<file path="config.mk">
export PLATFORM = sky130hd
export DESIGN_NAME = pin_id_uart_tx_flat
export DESIGN_NICKNAME = d
export VERILOG_FILES = /design/src/rtl/pin_id_uart_tx_if.sv /design/src/rtl/pin_id_uart_tx.sv /design/src/flat_wrapper.sv
export SDC_FILE = /design/constraint.sdc
export NUM_CORES = 1
export LEC_CHECK = 0
export CORE_ASPECT_RATIO = 1.1
export CORE_UTILIZATION = 50
export DETAILED_ROUTE_END_ITERATION = 8
export MAX_ROUTING_LAYER = met4
export PLACE_DENSITY_LB_ADDON = 0.12
export REMOVE_ABC_BUFFERS = 1
export SLEW_MARGIN = 20
export SYNTH_ARGS = -nofsm -noshare
export SYNTH_HDL_FRONTEND = slang
export SYNTH_SLANG_ARGS = --single-unit
</file>
<file path="constraint.sdc">
create_clock -name clk25 -period 5.3 [get_ports clk25]
set_clock_uncertainty 0.05 [all_clocks]
set_input_delay 0.53 -clock clk25 [delete_from_list [all_inputs] [get_ports clk25]]
set_output_delay 0.53 -clock clk25 [all_outputs]
set_load 0.05 [all_outputs]
</file>
<file path="src/rtl/pin_id_uart_tx_if.sv">
// Pin-ID UART transmitter bus: enable request plus the per-pin serial lines
// and status flags. The master side is the requester; the slave side is the
// transmitter.
interface pin_id_uart_tx_if #(
  parameter int NUM_PINS = 162
) ();
  logic                enable;
  logic [NUM_PINS-1:0] pins_out;
  logic                busy;
  logic                msg_start;

  modport master (output enable, input pins_out, input busy, input msg_start);
  modport slave  (input enable, output pins_out, output busy, output msg_start);
endinterface

</file>
<file path="src/rtl/pin_id_uart_tx.sv">
// Pin-ID UART transmitter: every pin i repeatedly sends "P<hex i>\r\n" as
// 8N1 frames. All pins share one baud/bit/char sequencer and start together;
// only the character contents differ per pin.
// Optional feature: define PIN_ID_UART_TX_PARITY_EN for 8E1 frames.
//
// state  | meaning
// IDLE   | lines high, waiting for enable
// START  | start bit (0)
// DATA   | 8 data bits, LSB first
// PARITY | even parity bit (parity build only)
// STOP   | stop bit (1)
// GAP    | GAP_BITS idle bit-times after LF
module pin_id_uart_tx #(
  parameter int NUM_PINS = 162,
  parameter int CLK_HZ   = 25000000,
  parameter int BAUD     = 115200,
  parameter int GAP_BITS = 10
) (
  input  logic             clk25,
  input  logic             rst_,
  pin_id_uart_tx_if.slave  bus
);
  localparam int DIV = CLK_HZ / BAUD;
  localparam int BW  = (DIV > 1) ? $clog2(DIV) : 1;
  localparam logic [BW-1:0] DIV_M1 = BW'(DIV - 1);
  localparam logic [7:0]    GAP_M1 = 8'(GAP_BITS - 1);

  typedef enum logic [2:0] {IDLE, START, DATA, PARITY, STOP, GAP} state_t;

  state_t              state, state_d;
  logic [BW-1:0]       baud_cnt, baud_d;
  logic [7:0]          bit_cnt, bit_d;   // data bit index, reused as gap bit count
  logic [2:0]          char_idx, char_d;
  logic                msg_start_q, msg_start_d;
  logic [NUM_PINS-1:0] pins_q, line_d;
  logic [7:0]          ch;
  logic                tc;

  function automatic logic [7:0] hex_ascii(input logic [3:0] n);
    return (n < 4'd10) ? (8'h30 + {4'h0, n}) : (8'h37 + {4'h0, n});
  endfunction

  function automatic logic [7:0] msg_char(input logic [2:0] idx, input logic [7:0] pin);
    case (idx)
      3'd0:    return 8'h50;
      3'd1:    return hex_ascii(pin[7:4]);
      3'd2:    return hex_ascii(pin[3:0]);
      3'd3:    return 8'h0D;
      default: return 8'h0A;
    endcase
  endfunction

  assign tc            = (baud_cnt == '0);
  assign bus.busy      = (state != IDLE);
  assign bus.msg_start = msg_start_q;
  assign bus.pins_out  = pins_q;

  // State, counters and the registered line drivers.
  always_ff @(posedge clk25 or negedge rst_) begin
    if (!rst_) begin
      state       <= IDLE;
      baud_cnt    <= '0;
      bit_cnt     <= '0;
      char_idx    <= '0;
      msg_start_q <= 1'b0;
      pins_q      <= '1;
    end else begin
      state       <= state_d;
      baud_cnt    <= baud_d;
      bit_cnt     <= bit_d;
      char_idx    <= char_d;
      msg_start_q <= msg_start_d;
      pins_q      <= line_d;
    end
  end

  // Next state and counter values; every bit lasts DIV cycles (baud down-counter to 0).
  always_comb begin
    state_d     = state;
    baud_d      = baud_cnt - BW'(1);
    bit_d       = bit_cnt;
    char_d      = char_idx;
    msg_start_d = 1'b0;
    case (state)
      IDLE: begin
        baud_d = '0;
        bit_d  = '0;
        char_d = '0;
        if (bus.enable) begin
          state_d     = START;
          baud_d      = DIV_M1;
          msg_start_d = 1'b1;
        end
      end
      START: begin
        if (tc) begin
          state_d = DATA;
          bit_d   = '0;
          baud_d  = DIV_M1;
        end
      end
      DATA: begin
        if (tc) begin
          baud_d = DIV_M1;
          if (bit_cnt == 8'd7) begin
`ifdef PIN_ID_UART_TX_PARITY_EN
            state_d = PARITY;
`else
            state_d = STOP;
`endif
          end else begin
            bit_d = bit_cnt + 8'd1;
          end
        end
      end
      PARITY: begin
        if (tc) begin
          state_d = STOP;
          baud_d  = DIV_M1;
        end
      end
      STOP: begin
        if (tc) begin
          baud_d = DIV_M1;
          if (char_idx == 3'd4) begin
            state_d = GAP;
            bit_d   = '0;
          end else begin
            state_d = START;
            char_d  = char_idx + 3'd1;
          end
        end
      end
      GAP: begin
        if (tc) begin
          baud_d = DIV_M1;
          if (bit_cnt == GAP_M1) begin
            // enable is only looked at here, so a dropped enable never cuts a message short
            if (bus.enable) begin
              state_d     = START;
              char_d      = '0;
              msg_start_d = 1'b1;
            end else begin
              state_d = IDLE;
              baud_d  = '0;
            end
          end else begin
            bit_d = bit_cnt + 8'd1;
          end
        end
      end
      default: state_d = IDLE;
    endcase
  end

  // Line level each pin will carry in the next state, registered into pins_q.
  always_comb begin
    line_d = '1;
    ch     = '0;
    for (int i = 0; i < NUM_PINS; i++) begin
      ch = msg_char(char_d, 8'(i));
      case (state_d)
        START:   line_d[i] = 1'b0;
        DATA:    line_d[i] = ch[bit_d[2:0]];
        PARITY:  line_d[i] = ^ch;
        default: line_d[i] = 1'b1;
      endcase
    end
  end
endmodule
</file>
<file path="src/flat_wrapper.sv">
// flat-port wrapper written by rule: the top's interface ports become plain ports
module pin_id_uart_tx_flat 
#(
  parameter int NUM_PINS = 162,
  parameter int CLK_HZ   = 25000000,
  parameter int BAUD     = 115200,
  parameter int GAP_BITS = 10
)
  (clk25, rst_, bus_enable, bus_pins_out, bus_busy, bus_msg_start);
  pin_id_uart_tx_if #(.NUM_PINS(NUM_PINS)) bus_i ();
  input  logic clk25;
  input  logic rst_;
  input wire logic [$bits(bus_i.enable)-1:0] bus_enable;
  output wire logic [$bits(bus_i.pins_out)-1:0] bus_pins_out;
  output wire logic [$bits(bus_i.busy)-1:0] bus_busy;
  output wire logic [$bits(bus_i.msg_start)-1:0] bus_msg_start;
  assign bus_i.enable = bus_enable;
  assign bus_pins_out = bus_i.pins_out;
  assign bus_busy = bus_i.busy;
  assign bus_msg_start = bus_i.msg_start;
  pin_id_uart_tx #(.NUM_PINS(NUM_PINS), .CLK_HZ(CLK_HZ), .BAUD(BAUD), .GAP_BITS(GAP_BITS)) u_core (.clk25(clk25), .rst_(rst_), .bus(bus_i));
endmodule
</file>
* Word-level counts from Yosys, hierarchy flattened
Cells that the tools add are included.
Storage, ports and cells: bits in registers 185, bits of input ports 3, output and inout port bits 164, word-level logic and storage cells 884
Cells by class: add/subtract/negate cells 3, magnitude comparators 1, equality and inequality tests 21, mux-type cells 682, reductions and logical operators 170
Operators with widths (count):
- one-hot mux 7 bit (4 select lines) | 152
- parity 8 bit | 162
- binary-select mux 1 bit (select 3 bit) | 162
- one-hot mux 1 bit (3 select lines) | 162
- one-hot mux 7 bit (3 select lines) | 10
- two-way mux 1 bit | 166
- two-way mux 8 bit | 11
- two-way mux 3 bit | 14
- one-hot mux 8 bit (5 select lines) | 1
- one-hot mux 8 bit (3 select lines) | 1
- == test 3 x 2 -> 1 bit, second input constant | 6
- one-hot mux 3 bit (6 select lines) | 1
- != test 2 x 1 -> 1 bit, second input constant | 5
- == test 3 x 1 -> 1 bit, second input constant | 3
- == test 3 bit, second input constant | 3
- one-hot mux 3 bit (3 select lines) | 1
- adder 8 x 1 -> 8 bit, second input constant | 1
- == test 8 x 3 -> 1 bit, second input constant | 1
- == test 8 x 4 -> 1 bit, second input constant | 1
- zero test 8 bit | 1
- AND reduction 8 bit | 1
- subtractor 8 x 1 -> 8 bit, second input constant | 1
- zero test 3 bit | 2
- nonzero test 5 bit | 1
- other kinds (7) | 8

* Depth between registers and ports, before layout
Gate-level depths: netlist of run 1.
depth after elaboration 10, depth in mapped cells 20, mapped depth without buffers 16

* Least setup slack after synthesis of run 1
No wires, ideal clock.
path type register -> register, start point register u_core.baud_cnt[0], end point register u_core.pins_q[149] (netlist: u_core.bus.pins_out[149]), setup time 0.077 ns, arrival time 4.490 ns, data required time 5.173 ns, slack 0.683 ns, cell stages (with the launch flop) 19, buffers on the path 4, period minus slack after synthesis 4.617 ns, path through dfrtp_1 -> inv_1 -> ha_1 -> or3b_2 -> nor4_4 -> a311oi_1 -> nor2_2 -> inv_2 -> buf_2 -> nand3_2 -> ha_1 -> clkbuf_1 -> buf_1 -> o21ai_4 -> ha_1 -> clkbuf_1 -> xnor2_1 -> a21oi_1 -> a21bo_2
On the way: word-level cells in the longest chain between the ends 8, elaborated cells on any way between the ends 27, classes of those cells eq/ne (6); mux (18); reduce/logical (3)
Ends and longest elaborated chain:
- start: declaration | RTL line pin_id_uart_tx.sv:31 | logic [BW-1:0] baud_cnt, baud_d;
- start signal: assignment | RTL line pin_id_uart_tx.sv:69 | baud_cnt <= baud_d;
- zero test 8 bit (*) | RTL line pin_id_uart_tx.sv:53 | assign tc = (baud_cnt == '0);
- two-way mux 3 bit (on tied branches) | RTL line pin_id_uart_tx.sv:135, pin_id_uart_tx.sv:123
- one-hot mux 3 bit (3 select lines) | RTL line pin_id_uart_tx.sv:84 | case (state)
- == test 3 x 2 -> 1 bit (tied with other cells) | RTL line pin_id_uart_tx.sv:44 | case (idx)
- one-hot mux 7 bit (4 select lines) | RTL line pin_id_uart_tx.sv:44
- binary-select mux 1 bit (select 3 bit) | RTL line pin_id_uart_tx.sv:164 | DATA: line_d[i] = ch[bit_d[2:0]];
- two-way mux 1 bit (implied by the code) | RTL line pin_id_uart_tx.sv:164
- one-hot mux 1 bit (3 select lines) (*) | RTL line pin_id_uart_tx.sv:162 | case (state_d)
- net u_core.line_d[149] | RTL line pin_id_uart_tx.sv:35 | logic [NUM_PINS-1:0] pins_q, line_d;
- end signal: assignment | RTL line pin_id_uart_tx.sv:73 | pins_q <= line_d;
- end: declaration | RTL line pin_id_uart_tx.sv:35
Mark *: on every way through the listed nets, which the timed path passes. The rest lies on a longest branch. The select of a mux whose other input is x is not followed. A chain may end at the register's enable or synchronous reset.

* Worst setup path in the final report of run 1
start point register u_core.baud_cnt[0], end point register u_core.pins_q[88] (netlist: u_core.bus.pins_out[88])
Same word-level chain as after synthesis.

==> results of run 1 <==
==> layer usage <==
layer  GRT usage, %  share of wire [%]
met5              -                  0
met4           19.7                5.0
met3           7.75                8.7
met2           56.5                 47
met1           45.7                 40
==> kinds of logic (layout without fill, tap and decap cells) <==
kind of cell / count (synthesis) / after routing
compound gates: 388 / 388
xor+xnor: 25 / 25
fa+ha+maj: 10 / 10
buf+inv: 92 / 278
flops: 185 / 185
mux: 4 / 4
simple gates: 200 / 200
==> power by group through the flow <==
| stage | Clock, mW | Sequential, mW | Combinational, mW |
|---|---|---|---|
| 6_report | 1.25 | 2.31 | 3.55 |
| 4_1_cts | 1.26 | 2.31 | 3.53 |
| 2_1_floorplan | 0 | 3.82 | 0.788 |
| 5_1_grt | 1.32 | 2.36 | 3.69 |
| 3_3_place_gp | 0 | 2.33 | 3.51 |
| 3_5_place_dp | 0 | 2.33 | 3.52 |
==> stage by stage <==
stage | TNS (ns) | instances | instance area [sq um]
after floorplan | -49.24 | 832 | 8920
after global placement | 0 | 1297 | 11400
after detailed placement | 0 | 1297 | 11400
after CTS | 0 | 1328 | 12000
after global routing | 0 | 1328 | 12000
final | 0 | 1328 | 12000
==> cell type report <==
type	instances	area (sq um)	area share, %
multi-input cells	627	4040	33.8
clock inverters	14	161	1.35
clock buffers	17	425	3.56
well taps	238	298	2.49
inverters	20	75.1	0.628
flip-flops and latches	185	4830	40.4
repair buffers	227	2130	17.8
==> timing repair <==
item / 4_1_cts / 5_1_grt
endpoints found under the hold margin: 0 / 0
gates resized for setup: 0 / 1
setup buffers: 0 / 0
setup endpoints to repair: 0 / 1
hold buffers: 0 / 0
==> sequential cells by signal, indices dropped and copies added (netlist names) <==
register              count
u_core.bus.pins_out     162
u_core.baud_cnt           8
u_core.bit_cnt            8
u_core.char_idx           3
u_core.state              3
u_core.bus.msg_start      1
==> final timing paths <==
path	end	depth (start not counted)	slack, ns	from
max in group asynchronous	u_core.bus.pins_out[123]	2	4.05	rst_
min in group clk25	u_core.baud_cnt[0]	1	0.43	u_core.baud_cnt[0]
hold / removal	u_core.state[1]	1	0.07	rst_
setup reg to reg	u_core.bus.pins_out[88]	15	0.23	u_core.baud_cnt[0]
setup / recovery	u_core.bus.pins_out[88]	15	0.23	u_core.baud_cnt[0]
hold reg to reg	u_core.baud_cnt[0]	1	0.43	u_core.baud_cnt[0]
==> layout by cell type, fill, tap and decap left out, types with 6 or more instances in the layout <==
cell / synthesis / final
clkdlybuf4s50_1: 0 / 165
dfstp_2: 162 / 162
o21ai_0: 82 / 82
a21oi_1: 63 / 62
buf_4: 1 / 60
nor2_1: 55 / 55
nand2_1: 54 / 54
o211ai_1: 54 / 54
o21ai_1: 32 / 31
nand3_1: 24 / 24
dfrtp_1: 23 / 23
xnor2_1: 18 / 18
clkbuf_16: 0 / 17
a211oi_1: 15 / 15
inv_1: 14 / 14
nor3_1: 14 / 14
a31oi_1: 13 / 13
o31ai_1: 10 / 10
ha_1: 10 / 10
o22ai_1: 10 / 9
and3_1: 7 / 7
o221ai_1: 7 / 7
xor2_1: 7 / 7
o21bai_1: 6 / 6
inv_2: 6 / 6
o21a_1: 6 / 6
o311ai_1: 6 / 6
a221o_1: 6 / 6
==> impl_metrics.tcl, run 1 <==
set metrics [dict create \
    status "finished clean" \
    vias 8735 \
    p_leak_nw 4.46 \
    synth_top_area_cell "dfstp_2" \
    grt-ovfl-total 0 \
    synthCells 904 \
    fillers 1436 \
    nNetsFinal 1091 \
    first_global_vias 8377 \
    row_count 51 \
    avgSynthCellArea_sq_um 10.2 \
    syn_area_sq_um 9220 \
    worstPathArrival_ns 5.36 \
    total_power_mw 7.11 \
    clk_pin_slew_ns 0.07 \
    cap_violations 0 \
    root_buffer "clkbuf_16" \
    slowest_stage "a21boi_0" \
    path_buf_inv 4 \
    worst_pin_slew_ns 1.16 \
    finalWorstSetupSlack_ns 0.234 \
    ys.flop_type "dfstp_2" \
    slew_headroom_pct 22.5 \
    worstSetupStartpointType "register" \
    first_iter_violations 1052 \
    synth.most_common_cell "dfstp_2" \
    initial_core_util_pct 51.6 \
    timing.fmax_mhz 197 \
    fp.dieH_microns 144 \
    fin_crit_ns 5.07 \
    path_cells "inv_1, ha_1, or3b_2, nor4_4, a311oi_1, o21ai_2, nor2_4, inv_2, ha_1, buf_4, nor2_1, nor2_1, a21boi_0, buf_4, o21ai_1" \
    place.gp.congestion 0.992 \
    synth_edf_count 0 \
    synthAdderAreaFrac_pct 1.36 \
    synthToLayoutAreaGrowth_pct 29.8 \
    synth_xor_area_share_pct 2.38 \
    core-area_sq_um 17900 \
    drt_wl_total_mm 33.2 \
    grt_pass1_wl_mm 50.6 \
    max_stage_delay_ns 0.61 \
    p_sw_share_pct 46.5 \
    dieWidth_microns 131 \
    clockBufferDepth 2 \
    tritoncts "done" \
    synth_top_area_share_pct 46.2 \
    path_delay_family "simple AND/OR/NAND/NOR gates" \
    final_layout_size_suffix_gt1_share_pct 27.4 \
    report.final.slew_viol_count 0 \
    seqPwrFrac_pct 32.4 \
    required_ns 5.60 \
    dieArea_sq_um 19000 \
    min_path_type "input port to asynchronous set/reset pin" \
    period_share_pct 95.6 \
    cp_max_fo 31 \
    cell_internal_pwr_mw 3.80 \
    ir_drop_v 0.000342 \
    drt-pass1-iter-count 6 \
    clkPwrFrac_pct 17.5 \
    worst_hold_slack_ns 0.0653 \
    clkLatencyLatePin_ns 0.44 \
    setup_violations 0 \
    drc_errors 0 \
    synthTopCellsByArea "dfstp_2, dfrtp_1, o21ai_0" \
    synth.distinct_cells 88 \
    vias_per_cell 6.58 \
    cts.sinks 185 \
    antenna_cells 0 \
    yosysSeqAreaShare_pct 52.4 \
    fin_util_pct 67.0 \
    track_usage_pct 36.7 \
    p_sw_mw 3.31 \
    power.density_nw_per_um2 594 \
    cts_buffers 17 \
    synth_top_family_by_area "compound AO/OA/AOI/OAI gates" \
    portBuffers 166 \
    power_frac_comb_pct 50.0 \
    synthSimpleGateAreaFrac_pct 10.8 \
    synthArstFlopShare_pct 100 \
    synth_compound_area_share_pct 28.6 \
    io_pins 167 \
    htreeDepth 4 \
    grt_max_degree 71 \
    ant_nets 0 \
    dpl.hpwl_mm 23.8 \
    crit_type "register to register" \
    yosys-top-cells-count "dfstp_2, o21ai_0, a21oi_1" \
    hold_viol_final 0 \
    synth_warnings 0 \
    antenna_found_initial 0 \
    rsz0062_at_grt "no" \
    synth_seq_cells 185 \
    end_kind "register" \
    wl_per_cell_microns 25.0 \
    synthMuxAreaShare_pct 0.448 \
    dp_slack_ns 0.429 \
]
No activity file was read; power rests on OpenSTA's default activity.
==> run 2: changes to the inputs <==
--- a/config.mk
+++ b/config.mk
@@ -8,8 +8,7 @@
 export CORE_ASPECT_RATIO = 1.1
 export CORE_UTILIZATION = 50
 export DETAILED_ROUTE_END_ITERATION = 8
-export MAX_ROUTING_LAYER = met4
-export PLACE_DENSITY_LB_ADDON = 0.12
+export PLACE_DENSITY_LB_ADDON = 0.08
 export REMOVE_ABC_BUFFERS = 1
 export SLEW_MARGIN = 20
 export SYNTH_ARGS = -nofsm -noshare
==> impl_metrics.tcl, run 2 (same netlist as run 1, synthesis figures left out) <==
set metrics [dict create \
    status "finished clean" \
    grt-ovfl-total 0 \
    final_layout_size_suffix_gt1_share_pct 27.3 \
    fin_util_pct 66.8 \
    layout_commonest_cell "clkdlybuf4s50_1" \
    worst_pin_slew_ns 1.14 \
    drt_wl_total_mm 32.8 \
    wl_per_cell_microns 24.7 \
    cts_resized 0 \
    wl_met2_mm 15.3 \
    crit_type "register to register" \
    nNetsFinal 1088 \
    cts_hold_buf 0 \
    max_stage_delay_ns 0.87 \
    slew_headroom_pct 23.3 \
    first_iter_violations 1414 \
    initial_core_util_pct 51.6 \
    placed_area_sq_um 11300 \
    dp_slack_ns 0.529 \
    vias 8643 \
    layout.cells.non_filler 1326 \
    fin_crit_ns 4.90 \
    period_share_pct 92.5 \
    finalWorstSetupSlack_ns 0.398 \
    report.final.slew_viol_count 0 \
    p_sw_mw 3.32 \
    root_buffer "clkbuf_16" \
    end_kind "register" \
    power_frac_comb_pct 50.0 \
    p_leak_nw 4.45 \
    htreeDepth 4 \
    clk_pin_slew_ns 0.08 \
    timing.setup.tns_ns 0 \
    track_usage_pct 35.0 \
    drt-pass1-iter-count 6 \
    cap_violations 0 \
    antenna_cells 0 \
    dieArea_sq_um 19000 \
    clkLatencyLatePin_ns 0.44 \
    tritoncts "done" \
    synthToLayoutAreaGrowth_pct 29.5 \
    hold_viol_final 0 \
    path_cells "inv_1, ha_1, or3b_2, nor4_4, buf_4, a311oi_1, o21ai_2, nor2_4, inv_2, ha_1, inv_1, a211oi_1, a211oi_1, buf_4, or2_1, o211ai_1" \
    timing.fmax_mhz 204 \
    dieWidth_microns 131 \
    drc_errors 0 \
    cts_buffers 17 \
    path_delay_family "compound AO/OA/AOI/OAI gates" \
    seqPwrFrac_pct 32.4 \
    power.density_nw_per_um2 597 \
    worstPathArrival_ns 5.19 \
    cp_max_fo 12 \
    worst_hold_slack_ns 0.258 \
    vias_per_cell 6.52 \
    row_count 51 \
    path_buf_inv 5 \
    first_global_vias 8428 \
    place.gp.congestion 1.01 \
    p_sw_share_pct 46.5 \
    grt_max_degree 186 \
    highest_layer "met4" \
    portBuffers 166 \
    cts_setup_buffers 0 \
    worstSetupStartpointType "register" \
    final_cell_mix "clkdlybuf4s50_1, dfstp_2, o21ai_0" \
    grt_pass1_wl_mm 49.9 \
    dpl.hpwl_mm 23.4 \
    ant_nets 0 \
    finalInstanceArea_sq_um 11900 \
    cts.sinks 185 \
    clkPwrFrac_pct 17.6 \
    ir_drop_v 0.000319 \
    setup_violations 0 \
    total_power_mw 7.12 \
    antenna_found_initial 0 \
    wirelength_met1_mm 12.4 \
    rsz0062_at_grt "no" \
    min_path_type "input port to asynchronous set/reset pin" \
    dr_wl_met3_mm 3.30 \
    cell_internal_pwr_mw 3.81 \
    largest_reg_flops 162 \
    fp.dieH_microns 144 \
    io_pins 167 \
    slowest_stage "a211oi_1" \
    dp.cells 1294 \
    required_ns 5.59 \
    core-area_sq_um 17900 \
    clockBufferDepth 2 \
    fillers 1417 \
]
-- run 2: cell count changes in the layout (fill, tap and decap cells not counted), sizes merged --
cell      before  now
clkinvlp       1    0
clkinv         8    6
inv           25   29
buf           62   59
-- run 2: path summary, 6_finish.rpt --
check | from | to | slack [ns] | cells past startpoint
max | u_core.baud_cnt[0] | u_core.bus.pins_out[113] | 0.40 | 16
min | rst_ | u_core.state[1] | 0.26 | 2
max reg2reg | u_core.baud_cnt[0] | u_core.bus.pins_out[113] | 0.40 | 16
min reg2reg | u_core.baud_cnt[0] | u_core.baud_cnt[0] | 0.41 | 1
max in group asynchronous | rst_ | u_core.bit_cnt[0] | 4.35 | 2
min in group clk25 | u_core.baud_cnt[0] | u_core.baud_cnt[0] | 0.41 | 1
-- run 2: power by group through the flow --
stage,clock (mW),sequential (mW),combinational (mW)
2_1_floorplan,0,3.82,0.788
3_3_place_gp,0,2.33,3.51
3_5_place_dp,0,2.34,3.52
4_1_cts,1.27,2.31,3.53
5_1_grt,1.33,2.36,3.69
6_report,1.25,2.31,3.56
-- run 2: cell type report --
cell class                 instances  area [sq um]  area share [%]
inverter                          20          75.1           0.629
clock buffer                      17           425            3.56
timing repair buffer             224          2110            17.7
sequential                       185          4830            40.5
clock inverter                    15           165            1.38
multi-input combinational        627          4030            33.8
tap                              238           298            2.49
-- run 2: metal layers --
metal,global-route usage (%),vias to the layer above
li1,-,3742
met1,44.4,4173
met2,56.0,594
met3,7.47,134
met4,19.6,0
met5,0,-
-- run 2: worst register-to-register path, stage by stage, from the launching register on --
cell,delay [ns]
dfrtp_1,0.39
inv_1,0.10
ha_1,0.16
or3b_2,0.51
nor4_4,0.28
buf_4,0.19
a311oi_1,0.19
o21ai_2,0.47
nor2_4,0.05
inv_2,0.07
ha_1,0.28
inv_1,0.12
a211oi_1,0.87
a211oi_1,0.12
buf_4,0.22
or2_1,0.40
o211ai_1,0.33
==> run 3: changes to the inputs <==
--- a/config.mk
+++ b/config.mk
@@ -5,11 +5,13 @@
 export SDC_FILE = /design/constraint.sdc
 export NUM_CORES = 1
 export LEC_CHECK = 0
+export CAP_MARGIN = 20
 export CORE_ASPECT_RATIO = 1.1
 export CORE_UTILIZATION = 50
 export DETAILED_ROUTE_END_ITERATION = 8
 export PLACE_DENSITY_LB_ADDON = 0.08
 export REMOVE_ABC_BUFFERS = 1
+export SKIP_CTS_REPAIR_TIMING = 1
 export SLEW_MARGIN = 20
 export SYNTH_ARGS = -nofsm -noshare
 export SYNTH_HDL_FRONTEND = slang
==> results of run 3 <==
No change in the layout: final DEF, timing and power equal those of run 2.
